$ cat config.mk
export PLATFORM = sky130hd
export DESIGN_NAME = multicycle_main_fsm
export DESIGN_NICKNAME = d
export VERILOG_FILES = /design/src/rtl/multicycle_main_fsm.sv
export SDC_FILE = /design/constraint.sdc
export NUM_CORES = 1
export LEC_CHECK = 0
export CAP_MARGIN = 40
export CORE_MARGIN = 5
export CORE_UTILIZATION = 38
export CTS_CLUSTER_SIZE = 10
export DETAILED_ROUTE_END_ITERATION = 10
export PLACE_DENSITY = 0.85
export SLEW_MARGIN = 20
export SYNTH_ARGS = -nofsm -noshare
export SYNTH_HDL_FRONTEND = slang
export SYNTH_SLANG_ARGS = --single-unit
export TNS_END_PERCENT = 10
$ cat constraint.sdc
create_clock -name clk -period 2.15 [get_ports clk]
set_clock_uncertainty 0.05 [all_clocks]
set_input_delay 0.645 -clock clk [delete_from_list [all_inputs] [get_ports clk]]
set_output_delay 0.645 -clock clk [all_outputs]
set_load 0.03 [all_outputs]
$ cat src/rtl/multicycle_main_fsm.sv
// Main control FSM for the multicycle ARM-subset datapath.
// Sequences fetch/decode/execute/memory/writeback and emits the unconditioned
// write intents plus the datapath mux selects and ALU control. All outputs are
// registered: each edge loads the control word of the state being entered.
module multicycle_main_fsm (
    input  logic       clk,
    input  logic       reset_n,
    input  logic [1:0] Op,
    input  logic [5:0] Funct,
    input  logic [3:0] Rd,
    output logic       IRWrite,
    output logic       NextPC,
    output logic       AdrSrc,
    output logic       ALUSrcA,
    output logic [1:0] ALUSrcB,
    output logic [1:0] ResultSrc,
    output logic [1:0] ALUControl,
    output logic       PCS,
    output logic       RegW,
    output logic       MemW,
    output logic [1:0] FlagW,
    output logic       NoWrite,
    output logic [3:0] state
);

    typedef enum logic [3:0] {
        StIdle     = 4'd0,
        StFetch    = 4'd1,
        StDecode   = 4'd2,
        StMemAdr   = 4'd3,
        StMemRead  = 4'd4,
        StMemWb    = 4'd5,
        StMemWrite = 4'd6,
        StExecuteR = 4'd7,
        StExecuteI = 4'd8,
        StAluWb    = 4'd9,
        StBranch   = 4'd10
    } state_e;

    typedef struct packed {
        logic       ir_write;
        logic       next_pc;
        logic       adr_src;
        logic       alu_src_a;
        logic [1:0] alu_src_b;
        logic [1:0] result_src;
        logic [1:0] alu_control;
        logic       pcs;
        logic       reg_w;
        logic       mem_w;
        logic [1:0] flag_w;
        logic       no_write;
    } ctrl_t;

    localparam logic [3:0] CmdAnd = 4'b0000;
    localparam logic [3:0] CmdSub = 4'b0010;
    localparam logic [3:0] CmdAdd = 4'b0100;
    localparam logic [3:0] CmdCmp = 4'b1010;
    localparam logic [3:0] CmdOrr = 4'b1100;

    state_e cur_state;
    state_e state_next;
    ctrl_t  ctrl;
    ctrl_t  ctrl_next;

    // Successor of a state; undefined encodings recover to FETCH.
    function automatic state_e next_of(input state_e st, input logic [1:0] op,
                                       input logic [5:0] funct);
        state_e ns;
        ns = StFetch;
        case (st)
            StIdle:     ns = StFetch;
            StFetch:    ns = StDecode;
            StDecode: begin
                case (op)
                    2'b00:   ns = funct[5] ? StExecuteI : StExecuteR;
                    2'b01:   ns = StMemAdr;
                    2'b10:   ns = StBranch;
                    default: ns = StFetch;
                endcase
            end
            StMemAdr:   ns = funct[0] ? StMemRead : StMemWrite;
            StMemRead:  ns = StMemWb;
            StExecuteR: ns = StAluWb;
            StExecuteI: ns = StAluWb;
            StMemWb:    ns = StFetch;
            StMemWrite: ns = StFetch;
            StAluWb:    ns = StFetch;
            StBranch:   ns = StFetch;
            default:    ns = StFetch;
        endcase
        return ns;
    endfunction

    // ALU decode for the EXECUTE states: returns {ALUControl, FlagW}.
    function automatic logic [3:0] alu_decode(input logic [5:0] funct);
        logic [3:0] cmd;
        logic [1:0] alu;
        logic       known;
        logic       arith;
        cmd   = funct[4:1];
        alu   = 2'b00;
        known = 1'b1;
        arith = 1'b0;
        case (cmd)
            CmdAdd: begin alu = 2'b00; arith = 1'b1; end
            CmdSub: begin alu = 2'b01; arith = 1'b1; end
            CmdAnd: alu = 2'b10;
            CmdOrr: alu = 2'b11;
            CmdCmp: begin alu = 2'b01; arith = 1'b1; end
            default: known = 1'b0;
        endcase
        // Only arithmetic ops update C/V; unsupported commands write no flags.
        return {alu, (known && funct[0]) ? {1'b1, arith} : 2'b00};
    endfunction

    // Control word for a state, given the instruction fields held stable in IR.
    function automatic ctrl_t ctrl_for(input state_e st, input logic [5:0] funct,
                                       input logic [3:0] rd);
        ctrl_t c;
        logic  is_cmp;
        c      = '0;
        is_cmp = (funct[4:1] == CmdCmp);
        case (st)
            StFetch: begin
                c.ir_write   = 1'b1;
                c.next_pc    = 1'b1;
                c.alu_src_a  = 1'b1;
                c.alu_src_b  = 2'b10;
                c.result_src = 2'b10;
            end
            StDecode: begin
                // PC+8 is formed here so R15 reads correctly in later states.
                c.alu_src_a  = 1'b1;
                c.alu_src_b  = 2'b10;
                c.result_src = 2'b10;
            end
            StMemAdr: begin
                c.alu_src_b = 2'b01;
            end
            StMemRead: begin
                c.adr_src = 1'b1;
            end
            StMemWb: begin
                c.result_src = 2'b01;
                c.reg_w      = 1'b1;
                c.pcs        = (rd == 4'hF);
            end
            StMemWrite: begin
                c.adr_src = 1'b1;
                c.mem_w   = 1'b1;
            end
            StExecuteR: begin
                c.alu_src_b                = 2'b00;
                {c.alu_control, c.flag_w}  = alu_decode(funct);
            end
            StExecuteI: begin
                c.alu_src_b                = 2'b01;
                {c.alu_control, c.flag_w}  = alu_decode(funct);
            end
            StAluWb: begin
                c.reg_w    = 1'b1;
                c.no_write = is_cmp;
                // A suppressed CMP write must not redirect the PC either.
                c.pcs      = (rd == 4'hF) && !is_cmp;
            end
            StBranch: begin
                c.alu_src_b  = 2'b01;
                c.result_src = 2'b10;
                c.pcs        = 1'b1;
            end
            default: c = '0;
        endcase
        return c;
    endfunction

    // Next state and the control word that goes with it.
    always_comb begin
        state_next = next_of(cur_state, Op, Funct);
        ctrl_next  = ctrl_for(state_next, Funct, Rd);
    end

    // State and registered outputs; reset forces IDLE with every output low.
    always_ff @(posedge clk) begin
        if (!reset_n) begin
            cur_state <= StIdle;
            ctrl      <= '0;
        end else begin
            cur_state <= state_next;
            ctrl      <= ctrl_next;
        end
    end

    assign IRWrite    = ctrl.ir_write;
    assign NextPC     = ctrl.next_pc;
    assign AdrSrc     = ctrl.adr_src;
    assign ALUSrcA    = ctrl.alu_src_a;
    assign ALUSrcB    = ctrl.alu_src_b;
    assign ResultSrc  = ctrl.result_src;
    assign ALUControl = ctrl.alu_control;
    assign PCS        = ctrl.pcs;
    assign RegW       = ctrl.reg_w;
    assign MemW       = ctrl.mem_w;
    assign FlagW      = ctrl.flag_w;
    assign NoWrite    = ctrl.no_write;
    assign state      = cur_state;

endmodule

# ---- Word-level counts from Yosys, hierarchy flattened
# Cells that the tools add are included.
dict set report word_totals {
  ff_bits 20
  out_inout_bits 20
  wordCells 74
}
dict set report classes {
  eq_ne 23
  muxes 20
  n_reduce_logical 18
}
# operator count
set op_table {}
lappend op_table {{== test 4 x 3 -> 1 bit, second input constant} 7}
lappend op_table {{== test 4 bit, second input constant} 7}
lappend op_table {{== test 4 x 2 -> 1 bit, second input constant} 5}
lappend op_table {{one-hot mux 4 bit (5 select lines)} 1}
lappend op_table {{one-hot mux 2 bit (2 select lines)} 3}
lappend op_table {{one-hot mux 4 bit (3 select lines)} 1}
lappend op_table {{OR reduction 2 bit} 6}
lappend op_table {{OR reduction 3 bit} 3}
lappend op_table {{== test 4 x 1 -> 1 bit, second input constant} 2}
lappend op_table {{two-way mux 1 bit} 8}
lappend op_table {{two-way mux 2 bit} 4}
lappend op_table {{one-hot mux 2 bit (3 select lines)} 1}
lappend op_table {{OR reduction 5 bit} 1}
lappend op_table {{logical NOT 4 bit} 1}
lappend op_table {{two-way mux 4 bit} 1}
lappend op_table {{AND reduction 2 bit} 2}
lappend op_table {{logical AND 1 bit} 3}
lappend op_table {{one-hot mux 1 bit (3 select lines)} 1}
lappend op_table {{== test 2 x 1 -> 1 bit, second input constant} 1}
lappend op_table {{== test 2 bit, second input constant} 1}
lappend op_table {{logical NOT 2 bit} 1}
lappend op_table {{logical NOT 1 bit} 1}

# ---- Longest topological paths before layout
# Gate-level depths: netlist (run 1).
dict set report logic_depth {
  depth_word 8
  mapped_depth 8
  mapped_depth_nobuf 7
}

# ---- Worst setup path before layout (run 1)
# OpenSTA, ideal clock, no wires.
dict set report synth_timing {
  path_kind {input to register}
  startpoint {input Op[0]}
  endpoint {register ctrl, in the netlist ALUControl[1]}
  setup_time_ps 80
  t_arrival_ps 2002
  t_required_ps 2020
  slack_ps 19
  stages 7
  n_path_buf 0
  cell_sequence {inv_1 -> ha_1 -> nor2b_1 -> o211ai_1 -> a21boi_1 -> or4_4 -> a211oi_2}
}
dict set report synth_via {
  elab_chain_cells 6
}
# item line
set synth_lines {}
lappend synth_lines {{from (decl)} 8} ;# input logic [1:0] Op,
lappend synth_lines {{== test 2 bit, or another cell as far along} 75} ;# case (op)
lappend synth_lines {{one-hot mux 4 bit (3 select lines) *} 75}
lappend synth_lines {{one-hot mux 4 bit (5 select lines) *} 71} ;# case (st)
lappend synth_lines {{== test 4 bit or == test 4 x 3 -> 1 bit (tied branches)} 124} ;# case (st)
lappend synth_lines {{OR reduction 2 bit (no line) *} --}
lappend synth_lines {{AND reduction 2 bit (no line) *} --}
lappend synth_lines {{to (signal assigned)} 190} ;# ctrl <= ctrl_next;
lappend synth_lines {{to (decl)} 63} ;# ctrl_t ctrl;
# Mark *: on every way between the ends. The rest lies on a longest branch, timed or not.
# A chain may end at the register's enable or synchronous reset.

# ---- Worst setup path after layout (run 1)
dict set report layout_timing {
  startpoint {input Op[1]}
  endpoint {register ctrl, in the netlist ALUControl[1]}
}
# Same word-level chain as after synthesis.

==> flow_summary.ini, run 1 <==
[floorplan]
rows = 17
core_area_um2 = 2230
pin_count = 34
die_w_um = 58.6
die_h_um = 58.6
start_util_pct = 40.1
dieArea_um2 = 3430

[sta]
fmax_mhz = 467
holdWs_ns = 0.730
slew_violations = 0
worst_pin_slew_ns = 0.389
hold_viol_final = 0
rsz0062_at_grt = true
post-route-min-period_ns = 2.14
slew_headroom_pct = 73.9
setup_viol = 0
min_period_over_period_pct = 99.6

[synthesis]
seq_area_frac_synth_pct = 40.2
yosysWarnings = 0
syn-num-nets = 123
synth_cells = 107
synth.distinct_cells = 33
netlist_area_um2 = 896
ys_seq_elements = 18
synth_area_per_cell_um2 = 8.37
async_flop_share_pct = 0
synth_ff_type = dfxtp_1
synth_edf_count = 0

[drt]
avgViaCountPerCell = 5.24
drt-pass1-iter-count = 4
ant_nets = 0
vias = 948
drc_errors = 0
dr.first_iter.drc_count = 23
wl_per_cell_um = 13.5
drt-total-wl_um = 2440

[power_and_ir_drop]
p_leak_nw = 0.587
power_uw = 854
irDropWorstVdd_mv = 0.399
powerDensity_nw_per_um2 = 609

[place]
hpwl_um = 1840
routabilityCongestion = 0.786
io_buffers = 33

[setup_path]
crit_path_end_kind = register
cp-start-kind = primary input
worstPathRequired_ns = 2.32
timing_worst_setup_path_type = primary input to register
arrival_ns = 2.31
crit_fanout = 4

[cells_and_area]
area_growth_pct = 56.6
drive_gt1_share_pct = 18.3
mostFrequentLayoutCell = clkdlybuf4s50_1
diodes = 0
regArea_um2 = 360
multi_input_area_um2 = 527
mostFrequentLayoutCells = 26 x clkdlybuf4s50_1, 18 x dfxtp_1, 14 x buf_4
final_nets = 170
fillers = 197

[global_routing]
antenna_found_initial = 0
gr-total-overflow = 0
grt_pass1_vias = 939
grt_pass1_wl_um = 3760
track_usage_pct = 14.4
grt_max_degree = 13

[clocking]
cts_buffer_depth = 2
htreeDepth = 1
cts-root-buf = clkbuf_4
cts_tree = yes
insertion_delay_ns = 0.30
ctsHoldBuffers = 0
path_clk_slew_ns = 0.10
numCtsBuffers = 3
numClockSinks = 18

[hold_path]
hold_class = register to register

[run]
drv_cap = 0

[run_status]
outcome = finished, final reports clean
cells in the mapped netlist (2+ instances only):
cell	instances	area [um^2]
inv_1	4	15.0
nor4b_1	2	17.5
nor3b_1	2	15.0
nand3_1	4	20.0
buf_4	2	15.0
o211ai_1	3	22.5
nor3_1	2	10.0
o21ai_1	3	15.0
dfxtp_1	18	360
o21ai_0	3	15.0
a21oi_1	11	55.1
nand2_1	11	41.3
and2_1	5	31.3
nor2_1	6	22.5
clkbuf_1	3	11.3
ha_1	2	25.0
nand3b_1	3	22.5
nor2b_1	6	37.5
nand2b_1	3	18.8
per-layer routing:
layer  vias up  routed length (um)  GRT usage (%)
met2        35                1290           27.1
met1       433                 944           14.0
met4         0                  82           9.27
met3         9                 121           2.85
met5         -                   0              0
li1        471                   -              -
worst max-delay path: stages:
cell	delay (ns)
clkdlybuf4s15_2	0.19
buf_4	0.14
ha_1	0.20
nor2b_2	0.18
o211a_1	0.21
o21ai_1	0.09
or4_4	0.47
a211oi_2	0.18
state kept, by name, indices dropped and copies added, names as in the netlist, 2 cells and up:
register and count:
ALUControl 2, state 4, ResultSrc 2, FlagW 2
per-stage QoR:
stage	setup slack, ns	std cells	setup TNS, ns	util, %	instance area, um^2
2_1_floorplan	0.0185	107	0	-	896
3_3_place_gp	-0.575	175	-6.18	59.3	1330
3_5_place_dp	-0.679	175	-7.43	59.3	1330
4_1_cts	-0.0247	180	-0.0247	61.3	1370
5_1_grt	-0.0318	181	-0.0318	62.8	1400
6_report	0.00914	181	0	62.8	1400
worst paths after layout:
kind              startpoint       endpoint  slack, ns  cells past startpoint
setup / recovery       Op[1]  ALUControl[1]      0.009                      8
hold / removal      state[3]           MemW       0.73                      3
setup reg to reg    state[0]  ALUControl[1]       0.21                      5
hold reg to reg     state[3]           MemW       0.73                      3
cells by family after synthesis:
logic type,Yosys count,synth area share [%]
AO/OA/AOI/OAI,26,18.2
XOR/XNOR,1,0.978
adder cells (fa/ha/maj),2,2.79
buffers and inverters,9,4.61
flip-flops,18,40.2
AND/OR/NAND/NOR,51,33.2
power by group:
group / total (mW) / internal, mW / switching, mW
registers: 0.372 / 0.353 / 0.0185
clock network: 0.209 / 0.103 / 0.106
logic: 0.273 / 0.128 / 0.145
total: 0.854 / 0.585 / 0.269
area by class of cell:
cell class / count / share of cell area [%]
timing repair buffer: 47 / 30.6
sequential: 18 / 25.7
tap: 28 / 2.50
multi-input combinational: 80 / 37.6
inverter: 4 / 1.07
clock buffer: 4 / 2.59
repair_timing:
| action | CTS | global route |
|---|---|---|
| endpoints found under the setup margin | 17 | 10 |
| pin swaps | 5 | 5 |
| setup buffers | 1 | 1 |
| resized for setup | 15 | 6 |
Note: power is estimated with default switching activity, not from simulation.
==> inputs of run 2 (changes only) <==
--- a/config.mk
+++ b/config.mk
@@ -10,7 +10,7 @@
 export CORE_UTILIZATION = 38
 export CTS_CLUSTER_SIZE = 10
 export DETAILED_ROUTE_END_ITERATION = 10
-export PLACE_DENSITY = 0.85
+export PLACE_DENSITY = 0.74
 export SLEW_MARGIN = 20
 export SYNTH_ARGS = -nofsm -noshare
 export SYNTH_HDL_FRONTEND = slang
==> run 2 against run 1 <==
Effect of this change: count of clock-buffer cells in the layout unchanged; cell area up 3.2%; critical endpoint unchanged; largest power group unchanged; maximum frequency up 1.5%; routed wire length fell by 5.0%; final cell count rose by 0.55%.
==> flow_summary.ini, run 2 (synthesized netlist as in run 1, its figures left out) <==
[floorplan]
core_area_um2 = 2230
die_h_um = 58.6
pin_count = 34
rows = 17
dieArea_um2 = 3430
start_util_pct = 40.1
die_w_um = 58.6

[cells_and_area]
final_nets = 171
diodes = 0
mostFrequentLayoutCells = 27 x clkdlybuf4s50_1, 18 x dfxtp_1, 15 x buf_4
regArea_um2 = 360
fillers = 187
post-route-util_pct = 64.8
final_cell_area_um2 = 1450
drive_gt1_share_pct = 22.7
area_growth_pct = 61.6
multi_input_area_um2 = 562
largest_reg_flops = 4
mostFrequentLayoutCell = clkdlybuf4s50_1

[sta]
setup_viol = 0
min_period_over_period_pct = 98.1
hold_viol_final = 0
fmax_mhz = 474
worst_pin_slew_ns = 0.481
holdWs_ns = 0.734
post-route-min-period_ns = 2.11
slew_violations = 0
slew_headroom_pct = 67.8
fin_ws_ns = 0.0398

[setup_path]
path_cells = clkbuf_2 -> inv_2 -> ha_4 -> nor2b_2 -> o211ai_1 -> a21boi_1 -> or4_4 -> a211oi_2
crit_end = ALUControl[1]
worstSetupPathDepth = 8
reg2reg_depth = 5
r2r_start = state[0]
crit_start = Op[1]
arrival_ns = 2.28
crit_buf_inv = 2
timing_worst_setup_path_type = primary input to register
cpPeakStageDelay_ns = 0.56
r2r_end = ALUControl[1]
slowest_stage = or4_4
crit_path_end_kind = register
crit_family = simple AND/OR/NAND/NOR gates
cp-start-kind = primary input
crit_fanout = 4
worstPathRequired_ns = 2.32
rrSetupSlack_ns = 0.12

[power_and_ir_drop]
comb_power_share_pct = 33.5
power_uw = 855
switching_share_pct = 30.5
pwr-share-seq_pct = 43.4
netSwitchingPower_uw = 261
powerDensity_nw_per_um2 = 591
p_int_uw = 594
p_leak_nw = 0.609
irDropWorstVdd_mv = 0.416
p_clk_share_pct = 23.1

[place]
pre_cts_ws_ns = -0.657
hpwl_um = 1780
io_buffers = 33
postPlaceCellArea_um2 = 1330
routabilityCongestion = 0.821

[clocking]
numClockSinks = 18
path_clk_slew_ns = 0.09
cts-root-buf = clkbuf_4
htreeDepth = 1
cts_buffer_depth = 2
ctsHoldBuffers = 0
cts_tree = yes
insertion_delay_ns = 0.28
numCtsBuffers = 3

[hold_path]
worstHoldStart = state[3]
hold_class = register to register

[drt]
ant_nets = 0
dr.first_iter.drc_count = 23
drt-pass1-iter-count = 4
drt-total-wl_um = 2320
vias = 954
wl_per_cell_um = 12.7
drc_errors = 0
avgViaCountPerCell = 5.24

[global_routing]
grt_max_degree = 13
track_usage_pct = 13.5
grt_pass1_wl_um = 3660
gr-total-overflow = 0
antenna_found_initial = 0
grt_pass1_vias = 878

[run]
drv_cap = 0

[run_status]
outcome = finished, final reports clean
[run 2: power groups by stage]
stage	clock (mW)	combinational, mW	sequential [mW]
after floorplan	0	0.111	0.411
after global routing	0.218	0.304	0.375
after detailed placement	0	0.262	0.377
after CTS	0.202	0.264	0.370
final	0.198	0.286	0.371
after global placement	0	0.258	0.376
[run 2: how the worst min path moves through the flow]
stage	to	cells past startpoint
finish	MemW	3
global route	MemW	3
CTS	MemW	3
detailed placement	MemW	3
global placement	MemW	3
floorplan	ALUControl[1]	1
[run 2: area by class of cell]
| class | instances | area share, % |
|---|---|---|
| sequential | 18 | 24.9 |
| clock buffer | 4 | 2.51 |
| inverter | 4 | 1.04 |
| timing repair buffer | 48 | 30.3 |
| tap | 28 | 2.42 |
| multi-input combinational | 80 | 38.8 |
[run 2: per-layer routing]
layer / up-vias / routed length (um) / global-route usage [%]
met4: 0 / 79 / 4.64
met2: 48 / 1140 / 24.9
li1: 469 / - / -
met1: 425 / 851 / 14.2
met3: 12 / 246 / 4.39
met5: - / 0 / 0
[run 2: timing repair]
action | 4_1_cts | 5_1_grt
endpoints found under the setup margin | 15 | 9
setup buffers | 1 | 2
pin swaps | 3 | 5
gates resized for setup | 7 | 20
[run 2: worst reg2reg max path, cell delays in order (launching register included)]
cell      delay [ns]
dfxtp_1         0.45
or4b_1          0.52
nand2_1         0.08
a21oi_1         0.06
or4_4           0.59
a211oi_2        0.22
[run 2: through the flow]
stage | setup TNS [ns] | instances
detailed placement | -7.42 | 175
finish | 0 | 182
global placement | -6.32 | 175
floorplan | 0 | 107
global route | -0.0146 | 182
CTS | -0.0782 | 180
==> variant 1, RTL diff (settings of run 2) <==
Register the output `ResultSrc`, with the module's reset; this adds one clock of latency there. The other outputs are not delayed to match.
--- a/src/rtl/multicycle_main_fsm.sv
+++ b/src/rtl/multicycle_main_fsm.sv
@@ -198,3 +198,9 @@
     assign ALUSrcB    = ctrl.alu_src_b;
-    assign ResultSrc  = ctrl.result_src;
+    always_ff @(posedge clk) begin
+        if (!reset_n) begin
+            ResultSrc <= '0;
+        end else begin
+            ResultSrc <= ctrl.result_src;
+        end
+    end
     assign ALUControl = ctrl.alu_control;
Check against the original RTL: not equivalent (Yosys sat finds a counterexample within 4 cycles, from zero or initial values and one cycle with reset_n low).
==> variant 1 against run 2 <==
The run now ends with setup timing left. Combinational power increased by 48%. Cell area grew 13%. Sequential power grew 13%. Global-route usage is 2.6 points higher. Die area is 6.6% higher. Count of clock-buffer cells in the layout shrank 1. Routed wire length increased by 29%. Sequential cell count up 2. Total power grew 35%. Worst setup slack worse by 0.054 ns. Synthesized area is 8.0% higher.
==> variant 1: results <==
route:
  firstDrtPassIters: 5
  avgViaCountPerCell: 5.29
  drt_iter0_markers: 20
  wl_mm: 2.98
global_route:
  grt_pass1_vias: 975
  gr-usage-met2_pct: 27.3
  antenna_found_initial: 0
  grt.total_usage_pct: 16.0
  grt_pass1_wl_mm: 4.28
  grtUsageMet3_pct: 3.19
  use_met1_pct: 18.5
run_status:
  violations: "setup timing"
  status: "finished with violations"
finish:
  drive_gt1_share_pct: 32.3
  fillers: 198
  fin_nets: 181
clock_network:
  cts.clk_slew.worst_paths_ns: 0.12
  root_buffer: "clkbuf_4"
  clock_latency_ns: 0.30
  cts-buffers-inserted: 3
sta:
  fin_setup_tns_ns: -0.0268
  setup_ws_ns: -0.0140
  finalSetupViolCount: 3
  relSlewSlack_pct: 78.6
setup_path:
  cp.arrival_ns: 2.35
  reg2reg_setup_slack_ns: 0.06
  crit_fanout: 3
  reg2reg_depth: 7
logic_synthesis:
  synth_commonest_cells: "dfxtp_1, nor2_1, a21oi_1, buf_4, nand2_1"
  syn-num-nets: 123
  synthMuxAreaShare_pct: 0
  seq_area_frac_synth_pct: 41.4
  synthTopCellsByArea: "dfxtp_1, buf_4, nor2_1, nor2b_1, a21oi_1"
  synth-compound-area-share_pct: 18.2
  yosys.area_share.xor_xnor_pct: 1.81
  synth_cell_types: 39
  synth_fa_ha_area_share_pct: 2.59
placed_design:
  dp_hpwl_mm: 1.90
  gp_congestion: 0.817
  dp_slack_ns: -0.772
  io_buffers: 33
power_and_ir_drop:
  power.leakage_nw: 0.674
  vdd_drop_max_v: 0.000483
min_path:
  hold_path.class: "register to register"
  min_path_cells: 1
[variant 1: cell types whose count changed after synthesis, sizes merged, moves of 3 or more]
cell,change
a21oi,-4
buf,+5
nand2,-3
nand4,+4
nor2,+4
o21ai,-3
[variant 1: layout make-up]
| cell class | instances | area [µm²] | share of cell area, % |
|---|---|---|---|
| inverters | 4 | 32.5 | 1.98 |
| clock buffers | 3 | 22.5 | 1.37 |
| well taps | 30 | 37.5 | 2.28 |
| multi-input cells | 75 | 572 | 34.8 |
| repair buffers | 61 | 548 | 33.4 |
| flip-flops and latches | 20 | 400 | 24.4 |
| clock inverters | 1 | 30.0 | 1.83 |
[variant 1: cells by family after synthesis]
family	Yosys count
XOR/XNOR	2
adder cells (fa/ha/maj)	2
AO/OA/AOI/OAI	23
AND/OR/NAND/NOR	48
buffers and inverters	12
flip-flops	20
[variant 1: worst max-delay path, stage by stage]
cell and delay (ns):
buf_6 0.09, clkinv_4 0.05, ha_4 0.15, nor2b_4 0.13
o211a_1 0.23, o21a_1 0.21, buf_4 0.15, or4b_4 0.52
a31oi_4 0.19
[variant 1: timing repair]
action | in CTS | in global routing
setup endpoints to repair | 17 | 6
pin swaps | 4 | 5
resized for setup | 14 | 19
hold buffers | 0 | 0
setup buffers | 4 | 3
[variant 1: report_power, final]
| group | internal [mW] | leakage [nW] | switching [mW] |
|---|---|---|---|
| Sequential | 0.399 | 0.163 | 0.0215 |
| Combinational | 0.202 | 0.484 | 0.221 |
| Clock | 0.188 | 0.0279 | 0.119 |
| Total | 0.790 | 0.674 | 0.362 |
[variant 1: path summary, 6_finish.rpt]
kind	from	end
worst min-delay path	ctrl[9]$_SDFF_PN0_	ResultSrc[1]$_SDFF_PN0_
worst max register to register	state[1]$_SDFF_PN0_	ALUControl[1]$_SDFF_PN0_
worst max-delay path	Op[0]	PCS$_SDFF_PN0_
worst min register to register	ctrl[9]$_SDFF_PN0_	ResultSrc[1]$_SDFF_PN0_
[variant 1: metal layers]
layer / vias to the layer above / part of all wire, %
met4: 0 / 5.8
li1: 486 / -
met3: 16 / 6.6
met5: - / 0
met2: 51 / 50
met1: 474 / 37
[variant 1: metrics by stage]
step | std cells | area (µm²) | hold WS (ns)
after floorplan | 107 | 1000 | 0.362
after global placement | 184 | 1480 | 0.367
after detailed placement | 184 | 1480 | 0.373
after CTS | 192 | 1560 | 0.400
after global routing | 194 | 1640 | 0.412
final | 194 | 1640 | 0.399
==> variant 2, RTL diff (config.mk and constraints of run 2) <==
Without the edit above. Reset style: asynchronous (`reset_n`), changed in one clocked block.
--- a/src/rtl/multicycle_main_fsm.sv
+++ b/src/rtl/multicycle_main_fsm.sv
@@ -183,3 +183,3 @@
     // State and registered outputs; reset forces IDLE with every output low.
-    always_ff @(posedge clk) begin
+    always_ff @(posedge clk or negedge reset_n) begin
         if (!reset_n) begin
Behaviour: differs if reset_n is asserted again (counterexample within 4 cycles, from zero or initial values and one cycle with reset_n low); with reset_n held inactive, the same outputs for 10 cycles.
==> variant 2 against run 2 <==
The flow now finishes with violations (setup timing). Synthesized cell count is 15% lower. Non-clock buffer count is 6 higher. Routed wire length is 5.7% higher. Cell area is 5.4% higher. Die area is 5.0% higher. Worst setup slack worse by 0.11 ns. Maximum frequency is 5.1% lower. Sequential cell count stayed put. Synthesized area is 6.0% higher. Critical path type unchanged.
Power is not compared: it rests on default switching activity, and its combinational part moved more than twofold at a synthesized area within 25%.
==> variant 2: results <==
run_status:
  status: "finished with violations"
  violations: "setup timing"
sta:
  hold_slack_ns: 0.610
  fin_setup_tns_ns: -0.117
  setup_ws_ns: -0.0742
  relSlewSlack_pct: 71.8
  finalSetupViolCount: 4
placed_design:
  place_area_um2: 1450
  dp_hpwl_mm: 1.98
  dp_slack_ns: -0.999
  gp_congestion: 0.845
  place_inst: 169
finish:
  stdcell_count: 176
  drive_gt1_share_pct: 26.0
  fillers: 201
  fin_nets: 163
logic_synthesis:
  synthTopCellsByArea: "dfrtp_1, nor2b_1, o21ai_0, a211oi_1, nor2_1"
  syn_avg_cell_area_um2: 10.4
  syn-num-nets: 107
  seq_area_frac_synth_pct: 47.4
  async_reset_ff_share_pct: 100
  synth_commonest_cells: "dfrtp_1, nor2_1, nand2_1, o21ai_0"
setup_path:
  r2r_start: "state[0]$_DFF_PN0_"
  critPathMaxStageDelay_ns: 0.52
  reg2reg_setup_slack_ns: 0.01
  reg2reg_depth: 6
  r2r_end: "ALUControl[1]$_DFF_PN0_"
route:
  wl_per_cell_um: 13.9
  avgViaCountPerCell: 5.20
  drt_iter0_markers: 17
global_route:
  grt_max_degree: 19
  grt.total_usage_pct: 14.9
  grt_pass1_vias: 890
  grt_pass1_wl_mm: 3.93
clock_network:
  cts.clk_slew.worst_paths_ns: 0.11
  root_buffer: "clkbuf_4"
  cts-buffers-inserted: 3
  clock_latency_ns: 0.30
min_path:
  hold_path.class: "primary input to async pin"
## variant 2: worst max path at each step
stage	start	endpoint	slack [ns]	cells after the start
after floorplan	Op[0]	ALUControl[1]$_DFF_PN0_	-0.25	6
after global placement	Op[0]	ALUControl[1]$_DFF_PN0_	-0.87	8
after detailed placement	Op[0]	ALUControl[1]$_DFF_PN0_	-1.0	8
after CTS	Op[0]	ALUControl[1]$_DFF_PN0_	-0.19	7
after global routing	Op[1]	ALUControl[1]$_DFF_PN0_	-0.09	7
final	Op[1]	ALUControl[1]$_DFF_PN0_	-0.07	7
## variant 2: layout make-up
type / instances / area (µm²) / area share, %
repair buffers: 54 / 492 / 32.2
well taps: 30 / 37.5 / 2.46
inverters: 4 / 15.0 / 0.984
flip-flops and latches: 18 / 450 / 29.5
multi-input cells: 66 / 494 / 32.4
clock buffers: 4 / 36.3 / 2.38
## variant 2: cell families (layout without fill, tap and decap cells)
| family | Yosys count | in the layout | share of synthesized area, % |
|---|---|---|---|
| compound gates | 26 | 26 | 22.7 |
| simple gates | 37 | 37 | 22.8 |
| xor+xnor | 1 | 1 | 0.922 |
| fa+ha+maj | 2 | 2 | 2.63 |
| flops | 18 | 18 | 47.4 |
| buf+inv | 7 | 62 | 3.56 |
## variant 2: layer usage
metal	global-route usage [%]	wire length, µm
met1	16.9	943
met2	26.4	1280
met3	2.81	167
met4	7.59	60
met5	0	0
## variant 2: timing repair
action,in CTS,in global routing
pin swaps,3,4
resized for setup,21,2
buffers inserted,3,0
endpoints found under the setup margin,19,4
## variant 2: power by group
part           leakage (nW)  switching (mW)  total (mW)  internal, mW
registers             0.237          0.0819       0.529         0.447
clock network        0.0210           0.109       0.212         0.103
logic                 0.424           0.673        1.24         0.565
